`src/rtl/instr_fetch_pkg.sv`:
```
// Shared definitions for the fetch stage: FSM encoding, special instruction
// words and a small alignment helper.
package instr_fetch_pkg;

  typedef enum logic [1:0] {
    FS_IDLE = 2'd0,
    FS_RUN  = 2'd1,
    FS_HALT = 2'd2
  } fetch_state_e;

  localparam logic [31:0] INSTR_NOP    = 32'h0000_0013;
  localparam logic [31:0] INSTR_EBREAK = 32'h0010_0073;

  function automatic logic is_misaligned(input logic [1:0] byte_off);
    return byte_off != 2'b00;
  endfunction

endpackage

```
`src/rtl/instr_fetch_pc_next_sel.sv`:
```
// Next-PC selection: redirect target, sequential pc+4, or hold.
// Also flags a redirect target that is not word aligned.
module pc_next_sel
  import instr_fetch_pkg::*;
#(
  parameter int XLEN = 32
) (
  input  logic [XLEN-1:0] pc,
  input  logic [XLEN-1:0] redirect_pc,
  input  logic            inc,
  input  logic            redir,
  output logic [XLEN-1:0] pc_next,
  output logic            misalign
);

  always_comb begin
    misalign = is_misaligned(redirect_pc[1:0]);
    pc_next  = pc;
    if (redir) begin
      pc_next = redirect_pc;
    end else if (inc) begin
      // Wraps modulo 2**XLEN by construction.
      pc_next = pc + XLEN'(4);
    end
  end

endmodule

```
`src/rtl/instr_fetch.sv`:
```
// Fetch stage: owns the PC, addresses an async-read ROM and registers the
// returned word into the IF/ID register. FSM: IDLE -> RUN -> HALT.
module instr_fetch
  import instr_fetch_pkg::*;
#(
  parameter int              ADDR_W   = 5,
  parameter int              XLEN     = 32,
  parameter logic [XLEN-1:0] RESET_PC = '0
) (
  input  logic              clk,
  input  logic              rst,
  input  logic              en,
  input  logic              stall,
  input  logic              redirect,
  input  logic [XLEN-1:0]   redirect_pc,
  output logic [ADDR_W-1:0] rom_addr,
  input  logic [XLEN-1:0]   rom_q,
  output logic [XLEN-1:0]   pc_out,
  output logic [XLEN-1:0]   instr_out,
  output logic              instr_valid,
  output logic              halted,
  output logic              misalign_err
);

  // Handshake: instr_valid marks instr_out/pc_out as a valid in-path word.
  // stall is the downstream not-ready: while it is high (and no redirect)
  // the IF/ID register and PC hold, so a presented word is never dropped.

  fetch_state_e    state_q, state_d;
  logic [XLEN-1:0] pc_q, pc_d;
  logic [XLEN-1:0] pc_out_q, pc_out_d;
  logic [XLEN-1:0] instr_q, instr_d;
  logic            valid_q, valid_d;
  logic            mis_q, mis_d;
  logic            pc_inc, pc_redir, redir_misaligned, is_ebreak;

  pc_next_sel #(.XLEN(XLEN)) u_pc_next_sel (
    .pc          (pc_q),
    .redirect_pc (redirect_pc),
    .inc         (pc_inc),
    .redir       (pc_redir),
    .pc_next     (pc_d),
    .misalign    (redir_misaligned)
  );

  assign is_ebreak = (rom_q == XLEN'(INSTR_EBREAK));

  // State register.
  always_ff @(posedge clk or posedge rst) begin
    if (rst) begin
      state_q <= FS_IDLE;
    end else begin
      state_q <= state_d;
    end
  end

  // Next-state logic.
  always_comb begin
    state_d = state_q;
    case (state_q)
      FS_IDLE: if (en) state_d = FS_RUN;
      FS_RUN: begin
        if (!en) begin
          state_d = FS_IDLE;
        end else if (redirect && redir_misaligned) begin
          state_d = FS_HALT;
        end else if (!redirect && !stall && is_ebreak) begin
          state_d = FS_HALT;
        end
      end
      FS_HALT: state_d = FS_HALT;
      default: state_d = FS_IDLE;
    endcase
  end

  // Output / datapath control.
  always_comb begin
    pc_inc   = 1'b0;
    pc_redir = 1'b0;
    pc_out_d = pc_out_q;
    instr_d  = instr_q;
    valid_d  = 1'b0;
    mis_d    = mis_q;
    if (state_q == FS_RUN && en) begin
      if (redirect && redir_misaligned) begin
        mis_d = 1'b1;
      end else if (redirect) begin
        pc_redir = 1'b1;
      end else if (stall) begin
        valid_d = valid_q;
      end else begin
        instr_d  = rom_q;
        pc_out_d = pc_q;
        valid_d  = 1'b1;
        // EBREAK is presented once and the PC stays on it.
        pc_inc   = !is_ebreak;
      end
    end
  end

  always_ff @(posedge clk or posedge rst) begin
    if (rst) begin
      pc_q     <= RESET_PC;
      pc_out_q <= '0;
      instr_q  <= XLEN'(INSTR_NOP);
      valid_q  <= 1'b0;
      mis_q    <= 1'b0;
    end else begin
      pc_q     <= pc_d;
      pc_out_q <= pc_out_d;
      instr_q  <= instr_d;
      valid_q  <= valid_d;
      mis_q    <= mis_d;
    end
  end

  // ROM depth aliasing is intentional: only the word-index bits are used.
  assign rom_addr     = pc_q[ADDR_W+1:2];
  assign pc_out       = pc_out_q;
  assign instr_out    = instr_q;
  assign instr_valid  = valid_q;
  assign misalign_err = mis_q;
  assign halted       = (state_q == FS_HALT);

endmodule

```
`config.mk`:
```
export PLATFORM = sky130hd
export DESIGN_NAME = instr_fetch
export DESIGN_NICKNAME = d
export VERILOG_FILES = /design/src/rtl/instr_fetch_pkg.sv /design/src/rtl/instr_fetch_pc_next_sel.sv /design/src/rtl/instr_fetch.sv
export SDC_FILE = /design/constraint.sdc
export NUM_CORES = 1
export LEC_CHECK = 0
export CAP_MARGIN = 20
export CORE_MARGIN = 2
export CORE_UTILIZATION = 25
export CTS_BUF_LIST = sky130_fd_sc_hd__clkbuf_4
export DETAILED_ROUTE_END_ITERATION = 12
export DONT_BUFFER_PORTS = 1
export GPL_TIMING_DRIVEN = 1
export PLACE_DENSITY = 0.37
export SYNTH_ARGS = -nofsm -noshare
export SYNTH_HDL_FRONTEND = slang
export SYNTH_SLANG_ARGS = --single-unit
```
`constraint.sdc`:
```
create_clock -name clk -period 2.9 [get_ports clk]
set_input_delay 0.145 -clock clk [delete_from_list [all_inputs] [get_ports clk]]
set_output_delay 0.145 -clock clk [all_outputs]
set_load 0.1 [all_outputs]
```
==> flow_summary_export.csv <==
group,metric,value,unit
run_status,status,"finished clean",
route,drc_errors,0,
synth,synth_xor_xnor_area_share,0.01661,
synth,synth-compound-area-share,0.08882,
setup_path,startpoint_type,"flip-flop",
sta,drv_slew,0,
synth,synth_top_family_by_area,"simple AND/OR/NAND/NOR gates",
clock_tree,root_buffer,"clkbuf_4",
floorplan,core_area,18640,sq um
clock_tree,cts_tree,"done",
synth,synth_edf_count,0,
sta,tns,0,ns
synth,yosys.cell_types.count,58,
power_and_ir_drop,vdd_ir_drop_max,0.0004309,V
power_and_ir_drop,clockPowerShare,0.110,
sta,fin_crit_sh,0.8418,
synth,netlist_top_cells_count,"nand2_1, dfrtp_1, clkbuf_1, nand3_1, nor2_1",
setup_path,timing.rr.start,"state_q[1]",
clock_tree,cts_buffers,9,
route,avgRoutedWirePerCell,16.89,um
floorplan,die_h,141.8,um
setup_path,crit_arrival,2.85,ns
clock_tree,numClockSinks,100,
setup_path,r2r_cells,7,
sta,finalSetupViolCount,0,
setup_path,path_depth,7,
sta,relSlewSlack,0.3679,
route,dr.pass1.iters,4,
setup_path,crit_fanout,40,
setup_path,crit_path_end_kind,"flip-flop",
power_and_ir_drop,p_per_area,1066,nW/um^2
route,wirelength,14060,um
global_routing,grt_usage,0.1449,
global_routing,grt_busiest_layer,"met2",
min_path,min_path_type,"input port to flip-flop",
setup_path,reg2reg_slack,0.46,ns
route,num_vias,3987,
clock_tree,post_cts_buffers,0,
synth,yosys.area_share.simple,0.3089,
placement,io_buffers,0,
min_path,hold_path_end,"pc_q[13]",
layout,nets,662,
setup_path,required,3.31,ns
floorplan,start_util,0.2546,
sta,final_hold_viol_count,0,
synth,synthTopCellsByArea,"dfrtp_1, nand2_1, nand3_1, dfstp_2, o2111ai_1",
setup_path,timing.rr.end,"pc_q[3]",
floorplan,ios,141,
route,drt-initial-drc-count,158,
synth,synth_mux_area_frac,0.01292,
layout,drive_above_1_share,0.09045,
synth,netlist_area,4747,sq um
global_routing,grt_pass1_vias,4254,
setup_path,path_cells,"nand4b_1 -> nor3_2 -> buf_12 -> nand2_1 -> dlygate4sd3_1 -> o21ai_1 -> dlygate4sd3_1",
power_and_ir_drop,p_leak,2.685,nW
clock_tree,clock_latency,0.48,ns
setup_path,slowest_delay,0.56,ns
placement,gp_congestion,0.7517,
floorplan,die-area,20110,sq um
global_routing,grt_pass1_wl,22740,um
synth,synth.top_cell.area_share,0.5113,
placement,dpl.hpwl,9572,um
synth,synth_seq_cells,100,
min_path,holdPathStages,4,
power_and_ir_drop,intPower,2.360,mW
power_and_ir_drop,combinationalPowerShare,0.176,
run,drv_cap,0,
setup_path,cp_slowest_cell,"dlygate4sd3_1",
sta,rsz0062_at_grt,"false",
synth,yosysMostFrequentCell,"nand2_1",
global_routing,grt.overflow.total,0,
route,vias_per_cell,4.792,
setup_path,crit_family,"buffers and inverters",
sta,skew,0.01769,ns
clock_tree,cts_buffer_depth,2,
setup_path,cpMostUsedCell,"dlygate4sd3_1",
power_and_ir_drop,pwr-share-seq,0.714,
global_routing,grt.met3_usage,0.03814,
synth,async_flop_share,1.000,
clock_tree,clk_pin_slew,0.16,ns
synth,synth_seq_area_share,0.5279,
global_routing,antenna_found_initial,1,
global_routing,grt_use_met2,0.2412,
clock_tree,htree_levels,3,
clock_tree,cts_resized,0,
power_and_ir_drop,switching_power,3.911,mW
synth,yosys_warnings,0,
synth,avgSynthCellArea,9.042,sq um
min_path,worstHoldStart,"redirect_pc[0]",
sta,period_needed,2.441,ns
synth,yosysTopAreaCell,"dfrtp_1",
synth,synth_fa_ha_area_frac,0.002636,
global_routing,use_met1,0.1814,
synth,synth_top_flop_cell,"dfrtp_1",
global_routing,grt_max_degree,65,
route,postRouteAntennaNets,0,
sta,fmaxAchievable,0.4096,GHz
synth,synthCells,525,
layout,syn2layout_area_growth,23.88,%
setup_path,crit_type,"flip-flop to flip-flop",
power_and_ir_drop,switching_share,0.6237,
floorplan,die_w,141.8,um
sta,worstMarginPinSlew,0.9482,ns
layout,utilization,0.3154,
floorplan,rows,50,
synth,synth.net_count,595,
setup_path,cp_num_buf_inv,3,
worst min-delay path: cells and delay by family:
family / cells / cell delay [ns]
AO/OA/AOI/OAI: 1 / 0.07
buffers and inverters: 1 / 0.17
AND/OR/NAND/NOR: 2 / 0.11
layer usage:
| metal | share of wire | vias to the layer above |
|---|---|---|
| met5 | 0 | - |
| met4 | 0.016 | 0 |
| met3 | 0.064 | 13 |
| met2 | 0.47 | 105 |
| met1 | 0.45 | 1954 |
| li1 | - | 1915 |
flip-flops by register name, summed over array words and instances (netlist names):
name          count
instr_out        32
pc_out           32
pc_q             32
state_q           2
instr_valid       1
misalign_err      1
cells by family (layout without fill, tap and decap cells):
| kind of cell | Yosys count | in the layout |
|---|---|---|
| AOI/OAI and AO/OA | 58 | 58 |
| buffers and inverters | 40 | 112 |
| and+or+nand+nor | 311 | 311 |
| muxes | 6 | 6 |
| other | 0 | 1 |
| adders and majority gates | 1 | 1 |
| xor gates and xnor gates | 9 | 9 |
| DFF | 100 | 100 |
per-stage QoR:
stage | worst slack (ns) | hold WS (ns) | cells | power [mW] | instance area, sq um
2_1_floorplan | 0.1412 | 0.2185 | 525 | 5.255 | 4747
3_3_place_gp | 0.7894 | 0.2249 | 739 | 5.532 | 5002
3_5_place_dp | 0.7674 | 0.2230 | 739 | 5.549 | 5002
4_1_cts | 0.4953 | 0.0007328 | 831 | 6.351 | 5878
5_1_grt | 0.2469 | 0.03001 | 832 | 6.578 | 5881
6_report | 0.4588 | 0.04833 | 832 | 6.271 | 5881
worst max path at each step:
stage | from | to | slack [ns]
detailed placement | rom_q[16] | pc_q[3] | 0.77
floorplan | rst | instr_out[10] | 0.14
global route | state_q[0] | pc_q[3] | 0.25
finish | state_q[1] | pc_q[3] | 0.46
CTS | state_q[1] | pc_q[3] | 0.50
global placement | state_q[0] | pc_out[28] | 0.79
power by group through the flow:
stage | sequential [mW] | combinational (mW) | clock (mW)
2_1_floorplan | 4.45 | 0.809 | 0
3_3_place_gp | 4.52 | 1.01 | 0
3_5_place_dp | 4.52 | 1.03 | 0
4_1_cts | 4.49 | 1.12 | 0.740
5_1_grt | 4.55 | 1.24 | 0.794
6_report | 4.48 | 1.10 | 0.691
final cells by class:
cell class	count	area, sq um
clock buffer	10	75.07
inverter	6	25.02
timing repair buffer	90	890.9
clock inverter	6	40.04
multi-input combinational	385	2048
tap	234	292.8
antenna	1	2.502
fill	1977	12760
sequential	100	2506
repair_timing:
action                                 CTS  global route
endpoints found under the hold margin  129             0
hold buffers                            76             0
setup endpoints to repair                0             0
placed cells by master (no fill, tap or decap), types with 3 or more instances in the layout:
| cell type | Yosys | routed |
|---|---|---|
| inv_1 | 6 | 5 |
| xor2_1 | 9 | 9 |
| or3_1 | 5 | 5 |
| dfstp_2 | 3 | 3 |
| o21ai_0 | 13 | 13 |
| o31ai_1 | 8 | 8 |
| and4_1 | 3 | 3 |
| or4_1 | 10 | 10 |
| o2111ai_1 | 9 | 9 |
| dlygate4sd3_1 | 0 | 76 |
| mux2i_1 | 5 | 5 |
| nand2_1 | 217 | 217 |
| a31oi_1 | 9 | 9 |
| clkinvlp_4 | 0 | 3 |
| nand3_1 | 18 | 18 |
| dfrtp_1 | 97 | 97 |
| o211ai_1 | 7 | 7 |
| nor3_1 | 5 | 4 |
| and2_1 | 4 | 4 |
| nor2_1 | 16 | 16 |
| buf_4 | 5 | 12 |
| clkbuf_4 | 0 | 10 |
| nor4_1 | 6 | 6 |
(Power assumes the default switching activity.)
